### src/rtl/nonce_search_ctrl.sv
`default_nettype none
// ============================================================================
// Module      : nonce_search_ctrl
// Description : Sequences a nonce search against an external hash engine.
//               Each try launches the engine with the current nonce, waits
//               for its completion pulse, then checks both upper hash bytes
//               against the captured difficulty target. It stops on the first
//               valid hash (fin) or after MAX_TRIES invalid hashes (fail).
// Ports       : clk, reset_L (async active-low)
//               start, abort          - search control
//               target, nonce_base    - search setup, captured on start
//               hash_start/hash_nonce - engine launch side
//               hash_done/hash_out    - engine completion side
//               busy, fin, fail       - status
//               nonce_valido_out, bounty_out - winning nonce and hash
// Revision    : 1.0 - initial release
// ============================================================================
module nonce_search_ctrl #(
    parameter logic [31:0] MAX_TRIES = 32'd65536
) (
    input  logic        clk,
    input  logic        reset_L,
    input  logic        start,
    input  logic        abort,
    input  logic [7:0]  target,
    input  logic [31:0] nonce_base,
    output logic        hash_start,
    output logic [31:0] hash_nonce,
    input  logic        hash_done,
    input  logic [23:0] hash_out,
    output logic        busy,
    output logic        fin,
    output logic        fail,
    output logic [31:0] nonce_valido_out,
    output logic [23:0] bounty_out
);

    typedef enum logic [2:0] {
        S_IDLE   = 3'd0,
        S_LAUNCH = 3'd1,
        S_WAIT   = 3'd2,
        S_CHECK  = 3'd3,
        S_DONE   = 3'd4,
        S_FAIL   = 3'd5
    } state_t;

    state_t      state_q,     state_d;
    logic [7:0]  target_q,    target_d;
    logic [31:0] nonce_q,     nonce_d;
    logic [31:0] tries_q,     tries_d;
    logic [23:0] hash_q,      hash_d;
    logic [31:0] win_nonce_q, win_nonce_d;
    logic [23:0] win_hash_q,  win_hash_d;

    logic        w_hash_ok;

    // Both upper bytes must be strictly below the target; equal is a miss.
    assign w_hash_ok = (hash_q[23:16] < target_q) && (hash_q[15:8] < target_q);

    always_ff @(posedge clk or negedge reset_L) begin
        if (!reset_L) begin
            state_q     <= S_IDLE;
            target_q    <= 8'd0;
            nonce_q     <= 32'd0;
            tries_q     <= 32'd0;
            hash_q      <= 24'd0;
            win_nonce_q <= 32'd0;
            win_hash_q  <= 24'd0;
        end else begin
            state_q     <= state_d;
            target_q    <= target_d;
            nonce_q     <= nonce_d;
            tries_q     <= tries_d;
            hash_q      <= hash_d;
            win_nonce_q <= win_nonce_d;
            win_hash_q  <= win_hash_d;
        end
    end

    always_comb begin
        state_d     = state_q;
        target_d    = target_q;
        nonce_d     = nonce_q;
        tries_d     = tries_q;
        hash_d      = hash_q;
        win_nonce_d = win_nonce_q;
        win_hash_d  = win_hash_q;
        hash_start  = 1'b0;

        if (abort) begin
            // Abort wins over start and hash_done; the launch pulse is
            // suppressed so the engine never sees a request we then drop.
            state_d = S_IDLE;
        end else begin
            case (state_q)
                S_IDLE, S_DONE, S_FAIL: begin
                    if (start) begin
                        state_d  = S_LAUNCH;
                        target_d = target;
                        nonce_d  = nonce_base;
                        tries_d  = 32'd0;
                    end
                end
                S_LAUNCH: begin
                    hash_start = 1'b1;
                    state_d    = S_WAIT;
                end
                S_WAIT: begin
                    if (hash_done) begin
                        hash_d  = hash_out;
                        tries_d = tries_q + 32'd1;
                        state_d = S_CHECK;
                    end
                end
                S_CHECK: begin
                    // Validity is judged before exhaustion, so a hit on the
                    // final allowed try still completes successfully.
                    if (w_hash_ok) begin
                        win_nonce_d = nonce_q;
                        win_hash_d  = hash_q;
                        state_d     = S_DONE;
                    end else if (tries_q >= MAX_TRIES) begin
                        state_d = S_FAIL;
                    end else begin
                        nonce_d = nonce_q + 32'd1;
                        state_d = S_LAUNCH;
                    end
                end
                default: state_d = S_IDLE;
            endcase
        end
    end

    assign hash_nonce       = nonce_q;
    assign busy             = (state_q == S_LAUNCH) || (state_q == S_WAIT) ||
                              (state_q == S_CHECK);
    assign fin              = (state_q == S_DONE);
    assign fail             = (state_q == S_FAIL);
    assign nonce_valido_out = win_nonce_q;
    assign bounty_out       = win_hash_q;

endmodule
`default_nettype wire
### config.mk
export PLATFORM = sky130hd
export DESIGN_NAME = nonce_search_ctrl
export DESIGN_NICKNAME = d
export VERILOG_FILES = /design/src/rtl/nonce_search_ctrl.sv
export SDC_FILE = /design/constraint.sdc
export NUM_CORES = 1
export LEC_CHECK = 0
export ABC_AREA = 1
export CELL_PAD_IN_SITES_DETAIL_PLACEMENT = 1
export CELL_PAD_IN_SITES_GLOBAL_PLACEMENT = 2
export CORE_ASPECT_RATIO = 1.75
export CORE_UTILIZATION = 32
export CTS_CLUSTER_DIAMETER = 100
export DETAILED_ROUTE_END_ITERATION = 12
export PLACE_DENSITY_LB_ADDON = 0.1
export SKIP_LAST_GASP = 1
export SYNTH_ARGS = -nofsm -noshare
export SYNTH_HDL_FRONTEND = slang
export SYNTH_SLANG_ARGS = --single-unit
### constraint.sdc
create_clock -name clk -period 3.8 [get_ports clk]
set_input_delay 0.76 -clock clk [delete_from_list [all_inputs] [get_ports clk]]
set_output_delay 0.76 -clock clk [all_outputs]
set_load 0.05 [all_outputs]
==> results of run 1 <==
[synth_stat cells (all sizes together)]
master,n,area share [%]
clkbuf,28,1.2
o21bai,2,0.17
xor2,4,0.40
o31ai,2,0.17
nor3,13,0.86
xnor2,1,0.099
a21oi,13,0.95
nor2,117,5.2
nand2,544,23
dfrtp,155,44
o21ai,49,2.8
ha,17,2.4
buf,31,1.9
or2,7,0.49
inv,88,3.7
nand3b,1,0.085
nand4,87,6.2
nand3,113,6.4
[placed cells by master, fill, tap and decap left out, types with 2 or more instances in the layout]
master	netlist	routed
nand3_1	112	111
xor2_1	4	4
buf_12	0	2
clkbuf_16	0	17
a21oi_2	2	2
clkinvlp_4	0	3
nand2_1	540	540
o31ai_1	2	2
nand3_2	1	2
clkinv_2	0	3
inv_2	2	3
nor3_1	12	12
nand4_1	87	87
o21bai_1	2	2
buf_4	3	20
inv_1	86	85
nand2_2	4	4
nor2_4	2	3
o21ai_1	2	2
clkdlybuf4s50_1	0	158
ha_1	17	17
dfrtp_1	155	155
or2_2	7	7
clkinv_4	0	5
nor2_1	114	114
o21ai_0	47	47
a21oi_1	10	10
[report_power, final]
part	internal, W	switching (W)	total (W)
Combinational	0.00147	0.00332	0.00479
Clock	0.000920	0.000758	0.00168
Sequential	0.00224	0.000716	0.00296
Total	0.00463	0.00480	0.00942
[through the flow]
stage               util, %  setup WS, ns  instances  area [um2]
floorplan                 -          1.59       1272        8850
global placement       39.8         0.804       1763       10800
detailed placement     39.8         0.816       1763       10800
CTS                    41.8         0.683       1795       11400
global route           41.8         0.618       1795       11400
finish                 41.8         0.729       1795       11400
[routing by layer]
metal | part of all wire, % | global-route usage (%) | routed length [um] | up-vias
met5 | 0 | 0 | 0 | -
met4 | 3.0 | 9.98 | 1010 | 0
met2 | 58 | 49.5 | 19500 | 121
met1 | 37 | 26.5 | 12600 | 4364
met3 | 1.9 | 3.40 | 641 | 37
li1 | - | - | - | 4390
[registers in the layout (all words and copies together), names as in the netlist]
signal	flops
bounty_out	24
hash_nonce	32
hash_q	24
nonce_valido_out	32
state_q	3
target_q	8
tries_q	32
[path summary, 6_finish.rpt]
path,startpoint,end,slack [ns]
worst max register to register,state_q[2]$_DFFE_PN0P_,bounty_out[4]$_DFFE_PN0P_,1.29
worst min-delay path,reset_L,nonce_valido_out[15]$_DFFE_PN0P_,0.32
max in group asynchronous,reset_L,tries_q[4]$_DFFE_PN0P_,2.68
worst max-delay path,state_q[2]$_DFFE_PN0P_,hash_start,0.73
min in group clk,nonce_valido_out[6]$_DFFE_PN0P_,nonce_valido_out[6]$_DFFE_PN0P_,0.47
worst min register to register,nonce_valido_out[6]$_DFFE_PN0P_,nonce_valido_out[6]$_DFFE_PN0P_,0.47
[layout make-up]
cell class              instances  area, um2  share of cell area [%]
clock inverters                13        120                    1.05
clock buffers                  19        443                    3.89
repair buffers                181       1780                    15.6
well taps                     369        462                    4.05
inverters                      88        330                    2.90
multi-input cells             970       4380                    38.4
flip-flops and latches        155       3880                    34.0
[cell families after synthesis]
kind of cell / synth area share [%]
DFF: 43.8
buffers and inverters: 6.80
AOI/OAI and AO/OA: 4.06
xor gates and xnor gates: 0.495
adders and majority gates: 2.40
and+or+nand+nor: 42.4
==> flow_summary.toml, run 1 <==
[synth]
syn_nets = 1358
avgSynthCellArea_um2 = 6.96
ys_seq_elements = 155
ys_seq_area_share_pct = 43.8
ys_warn_count = 0
netlist_area_mm2 = 0.00885
post_synth_inst_count = 1272
ys_types = 31

[critical_path]
worst-path-stages = 6
cpPeakStageDelay_ns = 0.80
critPathLaunchType = "flip-flop"
worst-path-buf-inv = 3
critPathKind = "flip-flop to primary output"
reg2reg_depth = 9
worstPathCellList = "inv_1, nand2_2, nor2_1, inv_1, nor2_1, clkdlybuf4s50_1"
endpoint_kind = "primary output"
cp_slowest_cell = "clkdlybuf4s50_1"
cpLargestDelayFamily = "buffers and inverters"
worstPathRequired_ns = 3.04
worst-endpoint-arrival_ns = 2.31
crit_fanout = 4

[job]
maxCapViolCount = 0

[timing]
hold_viol = 0
fin_setup_tns_ns = 0
clock_skew_ns = 0.00811
rsz0062_at_grt = "false"
fmax_ghz = 0.326
relSlewSlack_pct = 49.8
finalSetupViolCount = 0
slew_violations = 0
layout_min_cycle_time_ns = 3.07
worstMarginPinSlew_ns = 0.752
holdWs_ns = 0.319
fin_crit_sh_pct = 80.8

[detailed_routing]
drt-wirelength-per-cell_um = 18.8
vias_per_cell = 4.96
drt_iter0_markers = 491
drtAntennaViolNets = 0
vias = 8912
drt_drc_violations_left = 0
dr.pass1.iters = 4
drt_wl_total_um = 33800

[power]
p_leak_nw = 5.40
power_w = 0.00942
cellPowerDensity_mw_per_mm2 = 827
ir_worst_vdd_v = 0.000493

[clock_tree]
clkTransAtPathRegs_ns = 0.07
htreeDepth = 4
root_buffer = "clkbuf_16"
postCtsResizedCells = 0
insertion_delay_ns = 0.45
cts_setup_buffers = 0
holdBufCountCts = 0
numCtsBuffers = 17
cts_tree = "built"
clock_path_buffers = 2
clock_sinks = 155

[die]
ios = 161
die_area_mm2 = 0.0283
die_w_um = 128
core_area_mm2 = 0.0272
fp-row-count = 80
floorplan.initialDensity_pct = 32.5
die_y_um = 222

[grt]
grt_pass1_wl_um = 53800
antenna_found_initial = 0
grt_overflow_total = 0
grt_max_degree = 71
grt_pass1_vias = 9344
grtUsageTotal_pct = 25.3

[final_layout]
antennaDiodeCount = 0
syn2layout_area_growth_pct = 28.8
n_fill_cell = 3461
final_nets = 1499
drive_above_1_share_pct = 5.40

[placement]
gp_congestion = 0.855
io_buffers = 160
hpwl_um = 25300

[outcome]
status = "finished, final reports clean"

[hold_path]
hp-class = "input pin to async pin"
Power figures use the tool's default switching activity.
==> run 2: changes to the inputs <==
--- a/config.mk
+++ b/config.mk
@@ -9,7 +9,7 @@
 export CELL_PAD_IN_SITES_DETAIL_PLACEMENT = 1
 export CELL_PAD_IN_SITES_GLOBAL_PLACEMENT = 2
 export CORE_ASPECT_RATIO = 1.75
-export CORE_UTILIZATION = 32
+export CORE_UTILIZATION = 26
 export CTS_CLUSTER_DIAMETER = 100
 export DETAILED_ROUTE_END_ITERATION = 12
 export PLACE_DENSITY_LB_ADDON = 0.1
==> constraint.sdc (replaced) <==
create_clock -name clk -period 2.8 [get_ports clk]
set_input_delay 0.56 -clock clk [delete_from_list [all_inputs] [get_ports clk]]
set_output_delay 0.56 -clock clk [all_outputs]
set_load 0.05 [all_outputs]
==> run 2 against run 1 <==
  * Cell count up 5.4%
  * Wire length up 11%
  * Sequential share of layout area down 0.85 points
  * Hold slack better by 0.15 ns
  * Combinational power up 41%
  * Global-route usage down 2.6 points
  * Core utilization down 7.1 points
  * Critical path type unchanged
  * Critical endpoint is now fin
==> flow_summary.toml, run 2 (synthesis gave the netlist of run 1 again) <==
[grt]
grt_pass1_vias = 9677
grtUsageTotal_pct = 22.7
grt_overflow_total = 0
antenna_found_initial = 0
grt_max_degree = 54
grt_pass1_wl_um = 57700

[timing]
layout_min_cycle_time_ns = 2.73
clock_skew_ns = 0.00721
fin_setup_tns_ns = 0
finalSetupViolCount = 0
rsz0062_at_grt = "false"
fin_crit_sh_pct = 97.6
fmax_ghz = 0.366
relSlewSlack_pct = 53.6
hold_viol = 0
worstMarginPinSlew_ns = 0.694
setup_ws_ns = 0.0673
slew_violations = 0

[detailed_routing]
drtAntennaViolNets = 0
drt_iter0_markers = 360
dr.pass1.iters = 5
drt_drc_violations_left = 0
drt-wirelength-per-cell_um = 19.8
vias_per_cell = 4.75
drt_wl_total_um = 37400
vias = 8982

[critical_path]
cpLargestDelayFamily = "buffers and inverters"
crit_fanout = 6
endpoint_kind = "primary output"
critPathKind = "flip-flop to primary output"
worst-path-buf-inv = 2
cp_slowest_cell = "clkdlybuf4s50_1"
cpPeakStageDelay_ns = 0.86
worstPathCellList = "inv_2, nand2_1, nor2_1, clkdlybuf4s50_1"
worst-endpoint-arrival_ns = 2.17
critPathLaunchType = "flip-flop"
worstPathRequired_ns = 2.24

[clock_tree]
htreeDepth = 4
numCtsBuffers = 17
cts_tree = "built"
clkTransAtPathRegs_ns = 0.06
clock_sinks = 155
clock_path_buffers = 2
root_buffer = "clkbuf_16"
insertion_delay_ns = 0.46

[final_layout]
antennaDiodeCount = 0
final_nets = 1512
n_fill_cell = 4224
multiInputGateArea_mm2 = 0.00438
syn2layout_area_growth_pct = 32.1
layout_commonest_cell = "nand2_1"
final_cell_mix = "nand2_1 (540), clkdlybuf4s50_1 (157), dfrtp_1 (155)"
drive_above_1_share_pct = 6.12
seq_area_mm2 = 0.00388

[placement]
gp_congestion = 0.865
io_buffers = 160
hpwl_um = 28400
preCtsSetupSlack_ns = 0.313

[die]
ios = 161
core_area_mm2 = 0.0336
floorplan.initialDensity_pct = 26.3
die_w_um = 141
die_y_um = 246
die_area_mm2 = 0.0348
fp-row-count = 89

[job]
maxCapViolCount = 0

[power]
p_leak_nw = 5.51
p_clk_share_pct = 18.9
combPwrFrac_pct = 50.9
cellPowerDensity_mw_per_mm2 = 1130
p_int_w = 0.00661
ir_worst_vdd_v = 0.000523
power.switching_w = 0.00662
power_w = 0.0132
switching_share_pct = 50.0
seqPwrFrac_pct = 30.2

[outcome]
status = "finished, final reports clean"

[hold_path]
hp-class = "flip-flop to flip-flop"
## run 2: stage by stage
step / cell area, um2 / instances / utilization, % / hold slack [ns]
global placement: 11100 / 1861 / 32.9 / 0.446
CTS: 11700 / 1892 / 34.7 / 0.475
detailed placement: 11100 / 1861 / 32.9 / 0.442
finish: 11700 / 1892 / 34.7 / 0.470
floorplan: 8850 / 1272 / - / 0.264
global route: 11700 / 1892 / 34.7 / 0.493
## run 2: final cells by class
class	instances	share of cell area [%]
multi-input combinational	970	37.5
sequential	155	33.2
timing repair buffer	194	16.4
tap	455	4.87
clock buffer	23	4.26
inverter	88	2.83
clock inverter	7	0.964
## run 2: path summary, 6_finish.rpt
| kind | from | endpoint | slack, ns | cells after the start |
|---|---|---|---|---|
| hold / removal | nonce_valido_out[17]$_DFFE_PN0P_ | nonce_valido_out[17]$_DFFE_PN0P_ | 0.47 | 2 |
| setup reg to reg | tries_q[0]$_DFFE_PN0P_ | tries_q[12]$_DFFE_PN0P_ | 0.48 | 9 |
| hold reg to reg | nonce_valido_out[17]$_DFFE_PN0P_ | nonce_valido_out[17]$_DFFE_PN0P_ | 0.47 | 2 |
| max in group asynchronous | reset_L | hash_nonce[22]$_DFFE_PN0P_ | 1.51 | 3 |
| min in group asynchronous | reset_L | nonce_valido_out[16]$_DFFE_PN0P_ | 0.52 | 2 |
| setup / recovery | state_q[1]$_DFFE_PN0P_ | fin | 0.07 | 4 |
## run 2: metal layers
layer  wire [um]  vias up  GRT usage [%]
met5           0        -              0
met4        1630        0           11.2
met3         792       59           3.13
met2       22100      143           46.4
met1       12900     4374           21.4
li1            -     4406              -
## run 2: tightest hold or removal path, delay by kind of cell, from the launching register on
family	cells	cell delay [ns]
AND/OR/NAND/NOR	2	0.10
flip-flops	1	0.34
## run 2: what timing repair did
action                    4_1_cts  5_1_grt
setup buffers                   0        0
hold buffers                    1        0
resized for setup               0        0
hold endpoints to repair       20        0
## run 2: power by group through the flow
stage / logic (W) / registers [W] / clock network (W)
floorplan: 0.00247 / 0.00560 / 0
global placement: 0.00672 / 0.00405 / 0
detailed placement: 0.00682 / 0.00407 / 0
CTS: 0.00684 / 0.00403 / 0.00258
global route: 0.00731 / 0.00411 / 0.00265
finish: 0.00673 / 0.00399 / 0.00251
